**config.mk**
```make
export PLATFORM = sky130hd
export DESIGN_NAME = distance_smoother
export DESIGN_NICKNAME = d
export VERILOG_FILES = /design/src/rtl/distance_smoother.sv
export SDC_FILE = /design/constraint.sdc
export NUM_CORES = 1
export LEC_CHECK = 0
export CAP_MARGIN = 20
export CORE_UTILIZATION = 61
export CTS_BUF_LIST = sky130_fd_sc_hd__clkbuf_16
export DETAILED_ROUTE_END_ITERATION = 16
export GPL_TIMING_DRIVEN = 1
export PLACE_DENSITY = 0.8
export RECOVER_POWER = 100
export SETUP_SLACK_MARGIN = 0.2
export SYNTH_ARGS = -nofsm -noshare
export SYNTH_HDL_FRONTEND = slang
export SYNTH_SLANG_ARGS = --single-unit
```
**constraint.sdc**
```tcl
create_clock -name clock -period 4.5 [get_ports clock]
set_input_delay 0.45 -clock clock [delete_from_list [all_inputs] [get_ports clock]]
set_output_delay 0.45 -clock clock [all_outputs]
set_load 0.03 [all_outputs]
```
**src/rtl/distance_smoother.sv**
```systemverilog
// distance_smoother: range-gates raw ultrasonic distance samples and produces a
// moving average over the last 2^LOG2_DEPTH accepted samples. It also tracks a
// staleness timer so that downstream display/tone logic can tell old data from live data.

// One ring-buffer slot; written either alone (steady state) or together with
// every other slot (priming).
module distance_smoother_entry #(
  parameter int DATA_W = 8
) (
  input  logic              clock,
  input  logic              resetn,
  input  logic              we_i,
  input  logic [DATA_W-1:0] d_i,
  output logic [DATA_W-1:0] q_o
);

  logic [DATA_W-1:0] q_q;

  // slot storage, cleared on reset so that history is discarded
  always_ff @(posedge clock or negedge resetn) begin
    if (!resetn)   q_q <= '0;
    else if (we_i) q_q <= d_i;
  end

  assign q_o = q_q;

endmodule

module distance_smoother #(
  parameter int DATA_W       = 8,
  parameter int LOG2_DEPTH   = 3,
  parameter int MAX_VALID    = 200,
  parameter int STALE_CYCLES = 50000000,
  parameter int STALE_W      = 26
) (
  input  logic              clock,
  input  logic              resetn,
  input  logic [DATA_W-1:0] sample_in,
  input  logic              sample_valid,
  output logic [DATA_W-1:0] avg_out,
  output logic              avg_valid,
  output logic              primed,
  output logic              stale,
  output logic [7:0]        reject_count
);

  localparam int                DEPTH     = 1 << LOG2_DEPTH;
  localparam int                SUM_W     = DATA_W + LOG2_DEPTH;
  localparam logic [DATA_W-1:0] MAX_LIM   = DATA_W'(MAX_VALID);
  localparam logic [STALE_W-1:0] STALE_LIM = STALE_W'(STALE_CYCLES);

  // ring buffer slots
  logic [DEPTH-1:0][DATA_W-1:0] ring_q;
  logic [DEPTH-1:0]             ent_we;

  // control / datapath state
  logic [SUM_W-1:0]      sum_q,    sum_d;
  logic [LOG2_DEPTH-1:0] wptr_q,   wptr_d;
  logic [STALE_W-1:0]    timer_q,  timer_d;
  logic [7:0]            rej_q,    rej_d;
  logic                  primed_q;
  logic                  upd_q;
  logic [DATA_W-1:0]     avg_q;
  logic                  avg_vld_q;

  logic              accept, reject, prime, steady, stale_now;
  logic [DATA_W-1:0] oldest;

  genvar g;
  generate
    for (g = 0; g < DEPTH; g++) begin : g_ent
      distance_smoother_entry #(.DATA_W(DATA_W)) u_ent (
        .clock  (clock),
        .resetn (resetn),
        .we_i   (ent_we[g]),
        .d_i    (sample_in),
        .q_o    (ring_q[g])
      );
    end
  endgenerate

  // stale is a pure function of the saturated timer register
  assign stale_now = (timer_q == STALE_LIM);

  // accept/reject classification and the priming vs steady-state split;
  // a stale buffer is refilled rather than averaged with old data
  always_comb begin
    accept = sample_valid && (sample_in != '0) && (sample_in <= MAX_LIM);
    reject = sample_valid && !accept;
    prime  = accept && (!primed_q || stale_now);
    steady = accept && !prime;
    oldest = ring_q[wptr_q];
    for (int i = 0; i < DEPTH; i++)
      ent_we[i] = prime || (steady && (wptr_q == LOG2_DEPTH'(i)));
  end

  // running sum and write pointer next state; the sum is wide enough to hold
  // DEPTH full-scale samples, so the subtract-then-add can never wrap
  always_comb begin
    sum_d  = sum_q;
    wptr_d = wptr_q;
    if (prime) begin
      sum_d  = {sample_in, {LOG2_DEPTH{1'b0}}};
      wptr_d = LOG2_DEPTH'(1);
    end else if (steady) begin
      sum_d  = sum_q - SUM_W'(oldest) + SUM_W'(sample_in);
      wptr_d = wptr_q + LOG2_DEPTH'(1);
    end
  end

  // stale timer and saturating reject counter next state
  always_comb begin
    timer_d = timer_q;
    rej_d   = rej_q;
    if (accept)               timer_d = '0;
    else if (!stale_now)      timer_d = timer_q + STALE_W'(1);
    if (reject && rej_q != 8'hFF) rej_d = rej_q + 8'd1;
  end

  // buffer bookkeeping registers, updated on the accepting edge
  always_ff @(posedge clock or negedge resetn) begin
    if (!resetn) begin
      sum_q    <= '0;
      wptr_q   <= '0;
      primed_q <= 1'b0;
      upd_q    <= 1'b0;
    end else begin
      sum_q    <= sum_d;
      wptr_q   <= wptr_d;
      upd_q    <= accept;
      if (accept) primed_q <= 1'b1;
    end
  end

  // timer and reject counter registers
  always_ff @(posedge clock or negedge resetn) begin
    if (!resetn) begin
      timer_q <= '0;
      rej_q   <= '0;
    end else begin
      timer_q <= timer_d;
      rej_q   <= rej_d;
    end
  end

  // output stage: one edge after the sum settles, publish the truncated mean
  always_ff @(posedge clock or negedge resetn) begin
    if (!resetn) begin
      avg_q     <= '0;
      avg_vld_q <= 1'b0;
    end else begin
      avg_vld_q <= upd_q;
      if (upd_q) avg_q <= sum_q[SUM_W-1:LOG2_DEPTH];
    end
  end

  assign avg_out      = avg_q;
  assign avg_valid    = avg_vld_q;
  assign primed       = primed_q;
  assign stale        = stale_now;
  assign reject_count = rej_q;

endmodule

```
==> impl_metrics.toml <==
[timing]
period_minus_slack_ps = 4020
final.period_utilization = 0.894
grt_setup_unrepaired = "false"
report.final.slew_viol_count = 184
worst-slew-pin-transition_ps = 2880
setup_total_neg_slack_ps = 0
finClkSkew_ps = 7.92
slew_headroom = -0.922
final-hold-violation-count = 0
setup-violations-final = 0
clock.fmax_ghz = 0.249

[critical_path]
worstSetupStartpointType = "flip-flop"
arrival_ps = 4300
worst-endpoint-required_ps = 4770
critical_path.slowest_cell = "sky130_fd_sc_hd__a2111oi_0"
worstPathCellList = "buf_4 -> mux4_2 -> nand2_1 -> nand2_1 -> fa_1 -> inv_1 -> ha_1 -> o21ai_0 -> o21bai_1 -> a2111oi_0 -> o21ai_0 -> nand3b_1 -> a31oi_1"
critical_path_class = "reg2reg"
worstPathMaxFanout = 15
critical_path.endpoint_type = "flip-flop"
critPathMaxStageDelay_ps = 640

[floorplan]
i_o_pins = 30
die-area_mm2 = 0.0108
fp.coreArea_mm2 = 0.00991
std_cell_rows = 36
die_width_um = 104
die_h_um = 104
starting_density_of_the_core = 0.640

[grt]
number_of_antenna_violations_at_the_first_check_in_global_routing = 0
pin_count_of_the_biggest_net_entering_global_routing = 56
globalRoute.totalOverflow = 0
grt_use_total = 0.285
first_global_vias = 4840
grt_pass1_wl_um = 23600

[clock_tree]
clkSlewWorstSetupHoldPaths_ps = 50
postCtsHoldBufs = 0
number_of_gates_resized_after_cts = 0
clock_tree.buffer_depth = 2
cts_inserted_buffers = 17
root_buffer = "sky130_fd_sc_hd__clkbuf_16"
tritoncts_clock_tree = "built"
numClockSinks = 123
post_cts.repair.setup_buffers = 0
htree_num_levels = 4
clk-insertion-delay-late_ps = 420

[cells_and_area]
num-nets-final = 693
area_growth_pct = 14.9
n_antenna_cell = 0
final_core_utilization = 0.735
num-fill-cells = 674
post_layout_nonfiller_instances = 800
layout-drive-gt1-share = 0.0990

[power]
static_leakage_power_nw = 3.31
sequential_cell_fraction_of_total_power = 0.301
clkPwrFrac = 0.232
ir_worst_vdd_v = 0.000460
cell_internal_pwr_mw = 3.69
power_density_mw_per_mm2 = 824
power.switching_fraction = 0.385
power_switching_mw = 2.31
combinationalPowerShare = 0.467

[hold_path]
worst_hold_path_type = "reg2reg"

[yosys]
synth_top_cell_area_share = 0.486
netlist_area_mm2 = 0.00634
syn_area_per_cell_um2 = 10.2
synthFlopType = "sky130_fd_sc_hd__dfrtp_1"
synth_top_cell_by_area = "sky130_fd_sc_hd__dfrtp_1"
ys_ff_latch = 123
synthTopCellsByArea = "sky130_fd_sc_hd__dfrtp_1 49%, sky130_fd_sc_hd__nand2_1 5.9%, sky130_fd_sc_hd__mux4_2 5.7%"
asyncSetResetFlopFracSynth = 1.00
count_of_flip_flops_with_a_built_in_enable_after_synthesis = 0
syn_inst = 622
yosys_warnings = 0
number_of_different_library_cells_in_the_post_synthesis_netlist = 53
synth.yosys.seq_area_share = 0.486
mappedNetlistNets = 661

[placed_design]
port_buffers = 29
hpwlAfterDp_um = 9460
placed_cells_incl_taps = 768
gp_congestion = 0.900

[drt]
totalWireLength_um = 14100
drt_drc_violations_left = 0
per_cell_via_count_in_the_routed_design = 5.90
iteration_0_drc_count_of_the_detailed_router = 279
routed-via-count = 4723
routed_wire_length_per_instance_um = 17.7
detail_route.first_pass.iterations = 5
ant_nets = 0

[run]
max-cap-violations = 9

[outcome]
violated_checks = "max-capacitance violations, max-slew violations"
run_status = "finished, violations left"
[metal layers]
metal  vias to the layer above  part of all wire  wire (µm)  track usage
met3                        25             0.055        775       0.0764
met5                         -                 0          0            0
met4                         0             0.019        264        0.122
li1                       2206                 -          -            -
met1                      2324              0.42       5890        0.362
met2                       168              0.51       7190        0.461
[path summary, 6_finish.rpt]
kind	from	end	slack [ps]	cells past startpoint
hold reg to reg	g_ent[7].u_ent.q_o[7]	g_ent[7].u_ent.q_o[7]	480	2
min in group asynchronous	resetn	reject_count[0]	960	1
setup / recovery	wptr_q[0]	sum_q[7]	480	13
hold / removal	g_ent[7].u_ent.q_o[7]	g_ent[7].u_ent.q_o[7]	480	2
setup reg to reg	wptr_q[0]	sum_q[7]	480	13
max in group asynchronous	resetn	g_ent[7].u_ent.q_o[2]	1270	2
[layout by cell type (no fill, tap or decap), drive strengths merged, types with 4 or more instances in the layout]
cell type,n
dfrtp,123
nand2,99
o21ai,75
inv,46
nor2,43
ha,20
dlygate4sd3,20
clkbuf,20
xnor2,19
mux2,17
mux4,16
a21oi,16
nand3,15
xor2,15
clkinv,11
nand4,10
fa,8
clkdlybuf4s50,8
or3,7
nor3,7
and3,6
and2,6
or4,5
a31oi,5
nor2b,5
nor4,4
bufinv,4
[cells by family after synthesis]
group           Yosys count  synth area share
simple gates            216             0.157
flops                   123             0.486
compound gates          117             0.112
buf+inv                  69            0.0438
mux                      35            0.0902
xor+xnor                 34            0.0470
fa+ha+maj                28            0.0647
[power groups by stage]
stage                     combinational, mW  clock, mW  sequential [mW]
after floorplan                        2.05          0             1.83
after global placement                 2.62          0             1.78
after detailed placement               2.77          0             1.81
after CTS                              2.81       1.41             1.80
after global routing                   3.09       1.46             1.85
final                                  2.80       1.39             1.80
[Yosys cell counts, drive strengths merged, types with 4 or more instances]
cell	count
nor2	43
nand4	10
and2	6
a21oi	16
nand2	99
dfrtp	123
a31oi	5
xnor2	19
clkbuf	12
inv	46
buf	9
or3	7
fa	8
mux2	17
nor3	7
xor2	15
and3	6
o21ai	75
ha	20
or4	5
nor2b	5
mux4	16
nand3	15
nor4	4
[state kept, by name, indices dropped and copies added (netlist names)]
signal,flops
g_ent.u_ent.q_o,64
primed,1
avg_valid,1
upd_q,1
reject_count,8
avg_out,8
timer_q,26
sum_q,11
wptr_q,3
[critical path, delay by kind of cell, from the launching register on]
| kind | cells | cell delay, ps |
|---|---|---|
| and+or+nand+nor | 3 | 290 |
| muxes | 1 | 540 |
| DFF | 1 | 580 |
| adders and majority gates | 2 | 850 |
| AOI/OAI and AO/OA | 5 | 1220 |
| buffers and inverters | 2 | 400 |
[area by class of cell]
| type | instances | area (µm²) | share of cell area |
|---|---|---|---|
| clock inverters | 15 | 180 | 0.0247 |
| inverters | 48 | 180 | 0.0247 |
| flip-flops and latches | 123 | 3080 | 0.423 |
| repair buffers | 34 | 315 | 0.0433 |
| well taps | 133 | 166 | 0.0229 |
| clock buffers | 17 | 425 | 0.0584 |
| multi-input cells | 430 | 2940 | 0.403 |
[per-stage QoR]
step	power (mW)	cell area, µm²	setup slack, ps	hold slack (ps)
after floorplan	3.89	6340	529	154
after global placement	4.40	6730	791	457
after detailed placement	4.58	6730	625	467
after CTS	6.02	7340	569	94.0
after global routing	6.40	7280	300	511
final	6.00	7280	478	478
Note: power is estimated with default switching activity, not from simulation.
